### src/rtl/poly_eval_driver.sv
// Host-side initiator for the 8-bit polynomial evaluator: latches one operand set,
// serialises A, B, C, X onto the Go/DataIn load interface, then captures DataResult.
module poly_eval_driver #(
   parameter int DATA_W         = 8,
   parameter int GO_HIGH_CYCLES = 2,
   parameter int GO_LOW_CYCLES  = 1,
   parameter int RESULT_LATENCY = 6
) (
   input  logic              clk,
   input  logic              resetn,
   input  logic              start,
   input  logic [DATA_W-1:0] a_in,
   input  logic [DATA_W-1:0] b_in,
   input  logic [DATA_W-1:0] c_in,
   input  logic [DATA_W-1:0] x_in,
   output logic              busy,
   output logic              done,
   output logic [DATA_W-1:0] result,
   output logic              eval_go,
   output logic [DATA_W-1:0] eval_data,
   input  logic [DATA_W-1:0] eval_result
);

   localparam logic [3:0] HI_LAST  = 4'(GO_HIGH_CYCLES - 1);
   localparam logic [3:0] LO_LAST  = 4'(GO_LOW_CYCLES - 1);
   localparam logic [3:0] RES_LAST = 4'(RESULT_LATENCY - 1);

   typedef enum logic [2:0] {
      IDLE     = 3'd0,
      DRIVE_HI = 3'd1,
      DRIVE_LO = 3'd2,
      WAIT_RES = 3'd3,
      CAPTURE  = 3'd4
   } state_t;

   state_t            state, state_nxt;
   logic [1:0]        idx, idx_nxt;
   logic [3:0]        cnt, cnt_nxt;
   logic [DATA_W-1:0] op     [4];
   logic [DATA_W-1:0] op_nxt [4];
   logic              busy_nxt, done_nxt, go_nxt;
   logic [DATA_W-1:0] data_nxt, result_nxt;

   // All outputs are registered from next-state values so Go and DataIn never glitch.
   always_ff @(posedge clk or negedge resetn) begin
      if (!resetn) begin
         state     <= IDLE;
         idx       <= '0;
         cnt       <= '0;
         for (int i = 0; i < 4; i++) op[i] <= '0;
         busy      <= 1'b0;
         done      <= 1'b0;
         eval_go   <= 1'b0;
         eval_data <= '0;
         result    <= '0;
      end else begin
         state     <= state_nxt;
         idx       <= idx_nxt;
         cnt       <= cnt_nxt;
         for (int i = 0; i < 4; i++) op[i] <= op_nxt[i];
         busy      <= busy_nxt;
         done      <= done_nxt;
         eval_go   <= go_nxt;
         eval_data <= data_nxt;
         result    <= result_nxt;
      end
   end

   always_comb begin
      state_nxt  = state;
      idx_nxt    = idx;
      cnt_nxt    = cnt;
      for (int i = 0; i < 4; i++) op_nxt[i] = op[i];
      busy_nxt   = busy;
      done_nxt   = 1'b0;
      result_nxt = result;
      go_nxt     = 1'b0;
      data_nxt   = '0;

      case (state)
         IDLE: begin
            if (start) begin
               op_nxt[0] = a_in;
               op_nxt[1] = b_in;
               op_nxt[2] = c_in;
               op_nxt[3] = x_in;
               idx_nxt   = 2'd0;
               cnt_nxt   = 4'd0;
               busy_nxt  = 1'b1;
               state_nxt = DRIVE_HI;
            end
         end
         DRIVE_HI: begin
            if (cnt == HI_LAST) begin
               cnt_nxt   = 4'd0;
               state_nxt = DRIVE_LO;
            end else begin
               cnt_nxt = cnt + 4'd1;
            end
         end
         DRIVE_LO: begin
            if (cnt == LO_LAST) begin
               cnt_nxt = 4'd0;
               if (idx == 2'd3) begin
                  state_nxt = WAIT_RES;
               end else begin
                  idx_nxt   = idx + 2'd1;
                  state_nxt = DRIVE_HI;
               end
            end else begin
               cnt_nxt = cnt + 4'd1;
            end
         end
         WAIT_RES: begin
            // Result is sampled on the edge entering CAPTURE so it is valid alongside done.
            if (cnt == RES_LAST) begin
               cnt_nxt    = 4'd0;
               result_nxt = eval_result;
               busy_nxt   = 1'b0;
               done_nxt   = 1'b1;
               state_nxt  = CAPTURE;
            end else begin
               cnt_nxt = cnt + 4'd1;
            end
         end
         CAPTURE: begin
            state_nxt = IDLE;
         end
         default: begin
            state_nxt = IDLE;
         end
      endcase

      go_nxt = (state_nxt == DRIVE_HI);
      if (state_nxt == DRIVE_HI || state_nxt == DRIVE_LO) begin
         data_nxt = op_nxt[idx_nxt];
      end
   end

endmodule

### config.mk
export PLATFORM = sky130hd
export DESIGN_NAME = poly_eval_driver
export DESIGN_NICKNAME = d
export VERILOG_FILES = /design/src/rtl/poly_eval_driver.sv
export SDC_FILE = /design/constraint.sdc
export NUM_CORES = 1
export LEC_CHECK = 0
export ABC_AREA = 1
export CORE_MARGIN = 5
export CORE_UTILIZATION = 30
export CTS_BUF_LIST = sky130_fd_sc_hd__clkbuf_16
export DETAILED_ROUTE_END_ITERATION = 8
export GPL_ROUTABILITY_DRIVEN = 1
export PLACE_DENSITY = 0.53
export SLEW_MARGIN = 20
export SYNTH_ARGS = -nofsm -noshare
export SYNTH_HDL_FRONTEND = slang
export SYNTH_SLANG_ARGS = --single-unit
### constraint.sdc
create_clock -name clk -period 5 [get_ports clk]
set_input_delay 0.75 -clock clk [delete_from_list [all_inputs] [get_ports clk]]
set_output_delay 0.75 -clock clk [all_outputs]
set_load 0.02 [all_outputs]
---- Word-level counts from Yosys, hierarchy flattened ----
Index checks and enable logic that the tools add are counted.
word-level totals
  flip-flop bits (word level) ............. 60
  output and inout port bits .............. 19
  logic and storage cells ................. 60
  input port bits ......................... 43
operators by class
  equality and inequality tests ........... 10
  bitwise logic cells ..................... 1
  reductions and logical operators ........ 8
  $lt $le $gt $ge ......................... 1
  add/sub/neg operators ................... 2
  multiplexer cells ....................... 26
operators by type and width
  kind                   number
  $mux W32               2
  $mux W8                3
  $bmux W8 S2            1
  $mux W4                4
  $pmux W4 S4            1
  $mux W3                4
  $pmux W3 S4            1
  $eq A3 B2 Y1 const B   3
  $mux W2                4
  $eq A3 B1 Y1 const B   2
  $add A4 B1 Y4 const B  1
  $eq A4 B1 Y1 const B   1
  $eq A4 B3 Y1 const B   1
  $logic_not A4 Y1       1
  $mux W1                4
  $ne A2 B2 Y1 const B   2
  $pmux W2 S2            1
  $reduce_and A2 Y1      2
  $reduce_bool A4 Y1     1
  $ge A3 B3 Y1 const B   1
  $logic_not A3 Y1       1
  $not A2 Y3             1
  $reduce_and A3 Y1      1
  $add A2 B1 Y2 const B  1
  4 further kinds        4

---- Logic depth before layout (Yosys ltp) ----
  depth in word-level cells ............... 9
  mapped depth ............................ 11
  gate-level depth less buffers ........... 10

---- Worst setup path after synthesis ----
No wires, ideal clock.
  path kind ............................... register to register
  from .................................... reg cnt[0]
  to ...................................... reg eval_data[0]
  stages on the path, launching flop included .. 8
  period minus slack after synthesis ...... 1,671 ps
  buffers on the path ..................... 0
  required time ........................... 4,865 ps
  arrival ................................. 1,535 ps
  path slack .............................. 3,329 ps
  library setup time ...................... 135 ps
  cells stage by stage .................... dfrtp_1 ha_1 nand3_1 inv_1 o21ai_0 nor2_4 xor2_2 a21oi_1
on the way
  word-level cells in the longest chain between the ends .. 8
  elaborated cells on any way between the ends .. 17
  those cells by class .................... eq/ne (4); mux (10); bitwise (1); reduce/logical (2)
ends and longest elaborated chain
  what                                        line  text
  from (decl)                                 38    logic [3:0] cnt, cnt_nxt;
  from (signal assigned)                      59    cnt <= cnt_nxt;
  $logic_not A4 Y1                            102   if (cnt == LO_LAST) begin
  $mux W2                                     102
  $pmux W2 S2                                 80    case (state)
  $not A2 Y3 (implied by the code)            136   data_nxt = op_nxt[idx_nxt];
  $bmux W8 S2                                 136
  $mux W8 (implied by the code) (2 in a row)  136
  $mux W8 *                                   135   if (state_nxt == DRIVE_HI || state_nxt == DRIVE_LO) begin
  net data_nxt[0]                             42    logic [DATA_W-1:0] data_nxt, result_nxt;
  to (signal assigned)                        64    eval_data <= data_nxt;
  to (decl)                                   20    output logic [DATA_W-1:0] eval_data,
Mark *: on every way through the listed nets, which the timed path passes. The rest lies on a longest branch. The select of a mux whose other input is x is not followed.
A chain may end at the register's enable or synchronous reset.

---- Final worst setup path ----
  from .................................... in start
  to ...................................... reg eval_data[1]
on the way
  word-level cells in the longest chain between the ends .. 7
  elaborated cells on any way between the ends .. 14
  those cells by class .................... eq/ne (2); mux (10); bitwise (1); reduce/logical (1)
ends and longest elaborated chain
  what                                        line  text
  from (decl)                                 11    input logic start,
  $mux W2                                     82    if (start) begin
  $pmux W2 S2                                 80
  $not A2 Y3 (implied by the code)            136
  $bmux W8 S2                                 136
  $mux W8 (implied by the code) (2 in a row)  136
  $mux W8 *                                   135
  net data_nxt[1]                             42
Marks and branches as above.

==> metrics.txt <==
status=complete, no violations; Clock power frac=26.2%; number of flops mapped to enable cells by yosys=0; Max VDD drop=0.000234 V; DRC viols=0; #FFs+latches synth=60; Slew @ Worst Pin=753 ps; clock-pin slew on the worst setup and hold paths=50 ps; flop2flop setup slack=2520 ps; synth warn=0; Die Y=107 um; Net Sw Frac=between 30% and 40%; most frequent cell after synthesis=nand2_1; max-cap violations=0; final hold violations=0; hold_buf cts=0; largest net degree at the start of global routing=61; Port Buffers=between 60 and 70; fin crit share=57.0%; Max Root-Sink Buffers=2; synth unique cells=27; cell chain of the critical path=clkdlybuf4s50_1 -> nand3_2 -> inv_2 -> or2_2 -> o21ai_0 -> nand2_1 -> nand3_1 -> a21oi_1; Worst Path Max Fanout=42; CP startpoint kind=primary input; die area=about 11000 sq um; Synth top area share=53.6%; area leader, netlist=dfrtp_1; Slew HR=49.8%; Routed WL=between 6000 and 7000 um; Mapped Cells=337; fmax=351 MHz; min-delay worst type=reg2reg; Tot GR Track Use=12.6%; first-pass GRT wire length=11200 um; WP buf/inv=2; Synth Flop Type=dfrtp_1; post-route ant nets=0; cell family with most CP delay=buffers and inverters; RSZ-0062 raised after global routing=false; syn nets=383; first-pass detailed-route iteration total=4; Placed Instances=501; CTS Buf Count=9; # IOs=62; max-slew violation count=0; global route overflow=0; syn avg cell area=8.31 sq um; H-tree depth=3; WS Path Type=in2reg; dpl hpwl=4740 um; register area share after synthesis=between 50 and 60%; placement row count=35; Core Region=9150 sq um; setup violators final=0; CTS resizes=0; Post-synth ARST share=between 90% and 100%; CP Capture Type=register; Vias=approximately 2300; crit path time final=2850 ps; initial antenna violation count=0; Critical Path Max Stage Delay=580 ps; layout cells sized above 1=7.88%; Worst Path Required=approximately 5200 ps; cell area after synthesis=~2800 sq um; Fin Setup TNS=0 ps; starting density of the core=30.6%; postcts setup bufs=0; synth cell count leaders=nand2_1, inv_1, dfrtp_1; Power Density=~690 nW/um^2; Net Switching=between 0.001 and 0.0015 W; critical path's slowest cell=nand3_2; Ant. Diodes=0; final net count=447; Skew-Pair Late Insertion Delay=330 ps; number of global-route vias before repair=roughly 2300; Sink Count=60; Root Buffer=clkbuf_16; leakage power=between 1.5 and 2 nW; post-DR wirelength/cell=approximately 13 um; placer congestion estimate=0.823; crit path DAT=3090 ps; clk_skew=slightly below 4 ps; clock tree from TritonCTS=built; combinational fraction of design power=a little over two fifths; synth-to-layout area growth=36.9%; share of power burned in registers=30.6%; DIE WIDTH=approximately 110 um; Synth area leaders=dfrtp_1, nand2_1, inv_1, nand3_1, o21ai_0; Vias/cell=4.38; Internal=around 0.0016 W; final cell count without fillers=517; Initial DRC Count=99
kinds of logic (layout without fill, tap and decap cells):
logic type	count (synthesis)	count (layout)	share of synthesized area (%)
AND/OR/NAND/NOR	136	136	22.1
buffers and inverters	83	152	11.8
flip-flops	60	60	53.6
AO/OA/AOI/OAI	52	52	9.88
adder cells (fa/ha/maj)	3	3	1.34
XOR/XNOR	3	3	1.21
worst paths after layout:
path | startpoint | end | cells after the start
hold / removal | result[7] | result[7] | 2
setup / recovery | start | eval_data[1] | 8
min in group asynchronous | resetn | op[26] | 2
hold reg to reg | result[7] | result[7] | 2
max in group asynchronous | resetn | op[22] | 2
setup reg to reg | state[0] | eval_data[1] | 8
final cells by class:
| class | instances | area (sq um) |
|---|---|---|
| multi-input cells | 194 | 967 |
| flip-flops and latches | 60 | 1500 |
| well taps | 111 | 139 |
| repair buffers | 62 | 613 |
| fillers | 936 | 5320 |
| clock buffers | 9 | 225 |
| inverters | 74 | 278 |
| clock inverters | 7 | 108 |
state kept, by name (all words and copies together) (netlist names):
signal     count
busy           1
op            32
result         8
cnt            4
done           1
state          3
eval_go        1
eval_data      8
idx            2
stage by stage:
stage	cell area [sq um]	util [%]	total power, W	hold WS (ps)	worst slack [ps]
3_3_place_gp	3500	38.2	0.00194	456	1860
3_5_place_dp	3500	38.2	0.00196	462	1810
4_1_cts	3830	41.9	0.00267	476	2130
2_1_floorplan	2800	-	0.00159	450	3330
5_1_grt	3830	41.9	0.00285	498	1920
6_report	3830	41.9	0.00264	472	2150
routing by layer:
metal,up-vias,part of all wire [%],track usage (%)
li1,1164,-,-
met1,1039,50,18.3
met2,54,43,17.3
met3,10,5.4,3.25
met4,0,2.1,6.30
met5,-,0,0
worst reg2reg max path, delay by kind of cell, from the launching register on:
family,cells,cell delay [ps]
AOI/OAI and AO/OA,2,280
DFF,1,410
buffers and inverters,1,580
and+or+nand+nor,5,1130
layout by cell type, fill, tap and decap left out, drive strengths merged, types with 2 or more instances in the layout:
master	n
buf	2
xor2	3
o22ai	2
clkbuf	9
dfrtp	60
o21ai	38
bufinv	3
nor2	7
or2	8
nand2	79
inv	75
clkinv	3
ha	3
a21oi	11
clkdlybuf4s50	60
nand3	40
power by group through the flow:
stage	Combinational, W	Clock (W)	Sequential [W]
after floorplan	0.000707	0	0.000881
after global placement	0.00113	0	0.000810
after detailed placement	0.00114	0	0.000816
after CTS	0.00115	0.000704	0.000810
after global routing	0.00129	0.000729	0.000832
final	0.00114	0.000691	0.000808
Note: power is estimated with default switching activity, not from simulation.
